`src/rtl/win_banner_ctrl.sv`:
```
// Win banner sequencer: slides the win sprite from the top edge to screen centre,
// blinks it for a fixed number of frames, then holds it until the game is cleared.
module win_banner_ctrl #(
    parameter int SCREEN_W      = 640,
    parameter int SCREEN_H      = 480,
    parameter int SPRITE_SIZE   = 256,
    parameter int SLIDE_STEP    = 4,
    parameter int BLINK_PERIOD  = 8,
    parameter int BLINK_TOGGLES = 6
) (
    input  logic        clk,
    input  logic        reset,
    input  logic        win_event,
    input  logic        clear,
    input  logic        frame_tick,
    output logic [10:0] win_x,
    output logic [9:0]  win_y,
    output logic        win_visible,
    output logic        busy,
    output logic        done
);

    localparam logic [10:0] X_CTR = 11'((SCREEN_W - SPRITE_SIZE) / 2);
    localparam logic [10:0] Y_TGT = 11'((SCREEN_H - SPRITE_SIZE) / 2);
    localparam logic [10:0] STEP  = 11'(SLIDE_STEP);

    localparam int FW = (BLINK_PERIOD > 1) ? $clog2(BLINK_PERIOD) : 1;
    localparam int TW = $clog2(BLINK_TOGGLES + 1);
    localparam logic [FW-1:0] FRAME_LAST = FW'(BLINK_PERIOD - 1);
    localparam logic [TW-1:0] TOGGLE_END = TW'(BLINK_TOGGLES);

    typedef enum logic [1:0] {IDLE, SLIDE, BLINK, SHOW} state_t;

    state_t          state;
    logic [FW-1:0]   frame_cnt;
    logic [TW-1:0]   toggle_cnt;
    logic [10:0]     slide_sum;
    logic [TW-1:0]   toggle_next;

    // Sum is one bit wider than win_y so the clamp test sees any overshoot.
    assign slide_sum   = {1'b0, win_y} + STEP;
    assign toggle_next = toggle_cnt + TW'(1);
    assign win_x       = X_CTR;

    always_ff @(posedge clk) begin
        if (reset || clear) begin
            state       <= IDLE;
            win_y       <= '0;
            win_visible <= 1'b0;
            busy        <= 1'b0;
            done        <= 1'b0;
            frame_cnt   <= '0;
            toggle_cnt  <= '0;
        end else begin
            case (state)
                IDLE: begin
                    if (win_event) begin
                        state       <= SLIDE;
                        win_y       <= '0;
                        win_visible <= 1'b1;
                        busy        <= 1'b1;
                        done        <= 1'b0;
                    end
                end
                SLIDE: begin
                    if (frame_tick) begin
                        if (slide_sum >= Y_TGT) begin
                            state       <= BLINK;
                            win_y       <= Y_TGT[9:0];
                            win_visible <= 1'b1;
                            frame_cnt   <= '0;
                            toggle_cnt  <= '0;
                        end else begin
                            win_y <= slide_sum[9:0];
                        end
                    end
                end
                BLINK: begin
                    if (frame_tick) begin
                        if (frame_cnt == FRAME_LAST) begin
                            frame_cnt <= '0;
                            // The final toggle is replaced by the steady SHOW state.
                            if (toggle_next == TOGGLE_END) begin
                                state       <= SHOW;
                                win_visible <= 1'b1;
                                busy        <= 1'b0;
                                done        <= 1'b1;
                                toggle_cnt  <= '0;
                            end else begin
                                win_visible <= ~win_visible;
                                toggle_cnt  <= toggle_next;
                            end
                        end else begin
                            frame_cnt <= frame_cnt + FW'(1);
                        end
                    end
                end
                SHOW: begin
                    win_y       <= Y_TGT[9:0];
                    win_visible <= 1'b1;
                    done        <= 1'b1;
                end
                default: state <= IDLE;
            endcase
        end
    end

endmodule

```
`config.mk`:
```
export PLATFORM = sky130hd
export DESIGN_NAME = win_banner_ctrl
export DESIGN_NICKNAME = d
export VERILOG_FILES = /design/src/rtl/win_banner_ctrl.sv
export SDC_FILE = /design/constraint.sdc
export NUM_CORES = 1
export LEC_CHECK = 0
export ABC_AREA = 0
export BUFFER_PORTS_ARGS = -buffer_cell sky130_fd_sc_hd__buf_4
export CAP_MARGIN = 20
export CELL_PAD_IN_SITES_DETAIL_PLACEMENT = 0
export CELL_PAD_IN_SITES_GLOBAL_PLACEMENT = 1
export CORE_ASPECT_RATIO = 1.4
export CORE_UTILIZATION = 40
export CTS_BUF_LIST = sky130_fd_sc_hd__clkbuf_16
export DETAILED_ROUTE_END_ITERATION = 8
export GPL_TIMING_DRIVEN = 0
export PLACE_DENSITY = 0.89
export SYNTH_ARGS = -nofsm -noshare
export SYNTH_HDL_FRONTEND = slang
export SYNTH_SLANG_ARGS = --single-unit
```
`constraint.sdc`:
```
create_clock -name clk -period 2.89 [get_ports clk]
set_clock_uncertainty 0.15 [all_clocks]
set_input_delay 0.289 -clock clk [delete_from_list [all_inputs] [get_ports clk]]
set_output_delay 0.289 -clock clk [all_outputs]
set_load 0.02 [all_outputs]
```
# After elaboration in Yosys (flattened, before gate mapping)
# Index checks and enable logic that the tools add are counted.
dict set report totals {
  latch_bits 0
  n_memories 0
  reg_bits 21
  word_cells 73
  romBits 0
  ram_bits 0
  in_bits 5
  out_inout_bits 24
}
dict set report op_classes {
  n_lt_le_gt_ge 1
  n_reduce_logical 14
  bitwise_logic 1
  n_div 0
  n_addsub 3
  n_shift 0
  n_eq_ne 11
  n_mul 0
  muxes 36
}
# cell count
set op_table {}
lappend op_table {{10-bit 2-to-1 mux} 3}
lappend op_table {{10-bit one-hot mux with 3 select lines} 1}
lappend op_table {{3-bit 2-to-1 mux} 7}
lappend op_table {{5-bit AND reduction} 4}
lappend op_table {{1-bit 2-to-1 mux} 13}
lappend op_table {{2-bit 2-to-1 mux} 6}
lappend op_table {{2-bit != test, second input constant} 6}
lappend op_table {{3-bit one-hot mux with 2 select lines} 2}
lappend op_table {{10-bit by 3-bit adder with 11-bit output, second input constant} 1}
lappend op_table {{11-bit by 7-bit greater-or-equal comparator with 1-bit output, second input constant} 1}
lappend op_table {{3-bit nonzero test} 3}
lappend op_table {{7-bit AND reduction} 1}
lappend op_table {{3-bit by 1-bit adder with 3-bit output, second input constant} 2}
lappend op_table {{3-bit equality test, second input constant} 2}
lappend op_table {{2-bit one-hot mux with 3 select lines} 1}
lappend op_table {{2-bit equality test, second input constant} 2}
lappend op_table {{1-bit one-hot mux with 4 select lines} 1}
lappend op_table {{4-bit AND reduction} 1}
lappend op_table {{2-bit nonzero test} 2}
lappend op_table {{1-bit one-hot mux with 3 select lines} 1}
lappend op_table {{3-bit AND reduction} 1}
lappend op_table {{2-bit by 1-bit equality test with 1-bit output, second input constant} 1}
lappend op_table {{2-bit zero test} 1}
lappend op_table {{1-bit one-hot mux with 2 select lines} 1}
lappend op_table {{other kinds (2)} 2}

# Longest topological paths before layout
dict set report logic_depth {
  word_depth 6
  depth_mapped 8
  ltp_nobuf 7
}

# Worst setup path after synthesis
# OpenSTA, ideal clock, no wires.
dict set report synth_path {
  kind {flip-flop to flip-flop}
  start {register state[0]}
  end {register state[0]}
  path_buffers 1
  setup_slack_ns 0.668
  synth_period_minus_slack_ns 2.222
  required_ns 2.668
  setup_time_ns 0.072
  path_stages_with_launch 9
  arrival_time_ns 2.000
  cell_sequence {dfxtp_1 -> inv_1 -> ha_1 -> clkbuf_1 -> nor2b_1 -> a2111oi_2 -> nand3_1 -> o21ai_1 -> mux2i_1}
}
dict set report synth_between {
  elab_chain_cells 3
  word_cells_on_any_way 12
  classes_between {eq/ne: 8; mux: 1; reduce/logical: 3}
}
# element line_no
set synth_rtl {}
lappend synth_rtl {{from (decl)} 34} ;# state_t state;
lappend synth_rtl {{from (signal assigned)} 47} ;# state <= IDLE;
lappend synth_rtl {{from (signal assigned)} 58} ;# state <= SLIDE;
lappend synth_rtl {{from (signal assigned)} 68} ;# state <= BLINK;
lappend synth_rtl {{2-bit equality test, or another cell as far along} 55} ;# case (state)
lappend synth_rtl {{2-bit != test (no source line) or 3-bit nonzero test (tied branches)} n/a}
lappend synth_rtl {{7-bit AND reduction (no source line)} n/a}
# Several ways; a longest one is shown, not always the timed one.
# A chain may end at the register's enable or synchronous reset.

# Final worst setup path
# Ends and elaborated chain as after synthesis.

==> impl_metrics.toml <==
[status]
outcome = "finished, final reports clean"

[sta]
finalSetupViolCount = 0
hold_violations = 0
fin_crit_sh_pct = 90.1
tns_ns = 0
rsz0062_at_grt = "false"
timing.fmax_ghz = 0.384
tightest_slew_ns = 0.695
fin_ws_ns = 0.286
period_minus_slack_ns = 2.60
slew_violations = 0
relSlewSlack_pct = 53.3

[finish]
layout_commonest_cell = "buf_4"
num-fill-cells = 321
diodes = 0
drive_gt1_share_pct = 21.5
fin_nets = 197
area_growth_pct = 21.7
final_area_sq_um = 1600
final_cell_mix = "buf_4, dfxtp_1, nand2_1"

[synthesis]
syn_inst = 152
synth.yosys.seq_area_share_pct = 28.9
netlist_area_sq_um = 1320
synth_edf_count = 0
synth-warning-count = 0
ys.flop_type = "dfxtp_1"
syn_avg_cell_area_sq_um = 8.67
synth.distinct_cells = 45
async_flop_share_pct = 0
synth_seq_cells = 19

[power_and_ir_drop]
p_per_area_nw_per_um2 = 419
ir_worst_vdd_v = 0.000235
p_leak_nw = 0.690

[drt]
drc = 0
first_iter_violations = 22
wl_per_cell_microns = 13.6
drtPass1Iterations = 4
via_per_inst = 5.19
ant_nets = 0
vias = 1142
routed_wl_microns = 2990

[cts]
clkTransAtPathRegs_ns = 0.06
cts_max_level = 1
cts_root_buf = "clkbuf_16"
clock_path_buffers = 2
cts_tree = "done"
clk_latency_ns = 0.25
clkSinkCount = 19
cts_inserted_buffers = 3

[floorplanning]
die_w_microns = 50.5
start_util_pct = 42.2
die_y_microns = 69.9
rows = 24
io_pins = 29
fp.coreArea_sq_um = 3120
floorplan.die_area_sq_um = 3530

[worst_setup_path]
worstPathMaxFanout = 10
crit_type = "reg -> reg"
required_ns = 2.91
arrival_ns = 2.63
start_kind = "flip-flop"
reg2regPathDepth = 8
crit_path_end_kind = "flip-flop"

[global_routing]
grt_pass1_vias = 1110
grt_pass1_wl_microns = 4990
antenna_found_initial = 0
grt_overflow_total = 0
grt_max_degree = 11
grt_usage_pct = 18.0

[placement]
dp_hpwl_microns = 2280
place.port_buffers = 14
routabilityCongestion = 0.813
place_area_sq_um = 1510
pre_cts_ws_ns = 0.235

[hold_path]
hold_depth = 3
min_path_type = "in -> reg"

[run]
maxCapViolCount = 0
## timing repair
| action | in CTS | in global routing |
|---|---|---|
| endpoints found under the setup margin | 0 | 1 |
| buffers inserted | 0 | 0 |
| hold buffers | 0 | 0 |
| gates resized for setup | 0 | 1 |
## final cells by class
type	count	area [sq um]	area share (%)
flip-flops and latches	19	380	23.7
clock inverters	1	3.75	0.234
repair buffers	14	105	6.55
inverters	8	30.0	1.87
clock buffers	3	75.1	4.68
well taps	39	48.8	3.04
plain buffers	19	120	7.49
multi-input cells	117	841	52.4
## through the flow
stage          power (mW)  std cells  util, %  hold WS [ns]
2_1_floorplan       0.368        163        -         0.288
4_1_cts             0.673        220     51.0         0.174
3_5_place_dp        0.393        216     48.4         0.315
6_report            0.672        220     51.4         0.169
5_1_grt             0.699        220     51.4         0.187
3_3_place_gp        0.391        216     48.4         0.302
## cell usage after synthesis (2+ instances only)
cell type	n	share of area, %
nand3b_1	3	1.7
nand3_1	6	2.3
nand2b_1	2	0.95
and3_1	3	1.4
a21oi_1	5	1.9
a31oi_1	2	0.95
inv_1	8	2.3
ha_1	10	9.5
dfxtp_1	19	29
o31ai_1	3	1.7
nor2b_1	6	2.8
or4_1	2	1.1
nor3_1	5	1.9
or3_1	2	0.95
mux2i_1	6	4.6
o21ai_0	4	1.5
conb_1	2	0.57
clkbuf_1	6	1.7
buf_4	13	7.4
nor2_1	5	1.4
a211oi_1	3	1.7
nand2_1	14	4.0
## report_power, final
part           total, mW  internal [mW]  switching (mW)
sequential         0.272          0.267         0.00499
combinational      0.120         0.0477          0.0722
clock              0.280          0.184          0.0964
## metal layers
layer / vias to the layer above / track usage (%) / part of all wire [%]
met5: - / 0 / 0
met1: 544 / 19.1 / 41
li1: 579 / - / -
met4: 0 / 6.79 / 0.97
met2: 15 / 34.5 / 57
met3: 4 / 2.18 / 1.5
## state kept, by name (all words and copies together), names as in the netlist
| signal | flops |
|---|---|
| win_y | 8 |
| frame_cnt | 3 |
| toggle_cnt | 3 |
| state | 2 |
| busy | 1 |
| done | 1 |
| win_visible | 1 |
## logic make-up (layout without fill, tap and decap cells)
group,count (synthesis),after routing,share of synthesized area [%]
mux,6,6,4.56
fa+ha+maj,10,10,9.50
compound gates,31,31,20.0
simple gates,56,56,24.4
other cells,2,13,0.570
flops,19,19,28.9
xor+xnor,1,1,0.665
buf+inv,27,45,11.4
## critical path: stages, from the launching register on
cell	delay [ns]
dfxtp_1	0.42
inv_1	0.09
ha_1	0.23
clkbuf_1	0.26
nor2b_1	0.26
a2111oi_4	0.46
nand3_1	0.12
o21ai_1	0.30
mux2i_1	0.25
## final timing paths
check          startpoint      endpoint  slack, ns
max              state[0]      state[0]       0.29
min                 reset      win_y[2]       0.17
max reg2reg      state[0]      state[0]       0.29
min reg2reg  frame_cnt[1]  frame_cnt[1]       0.31
Note: power is estimated with default switching activity, not from simulation.
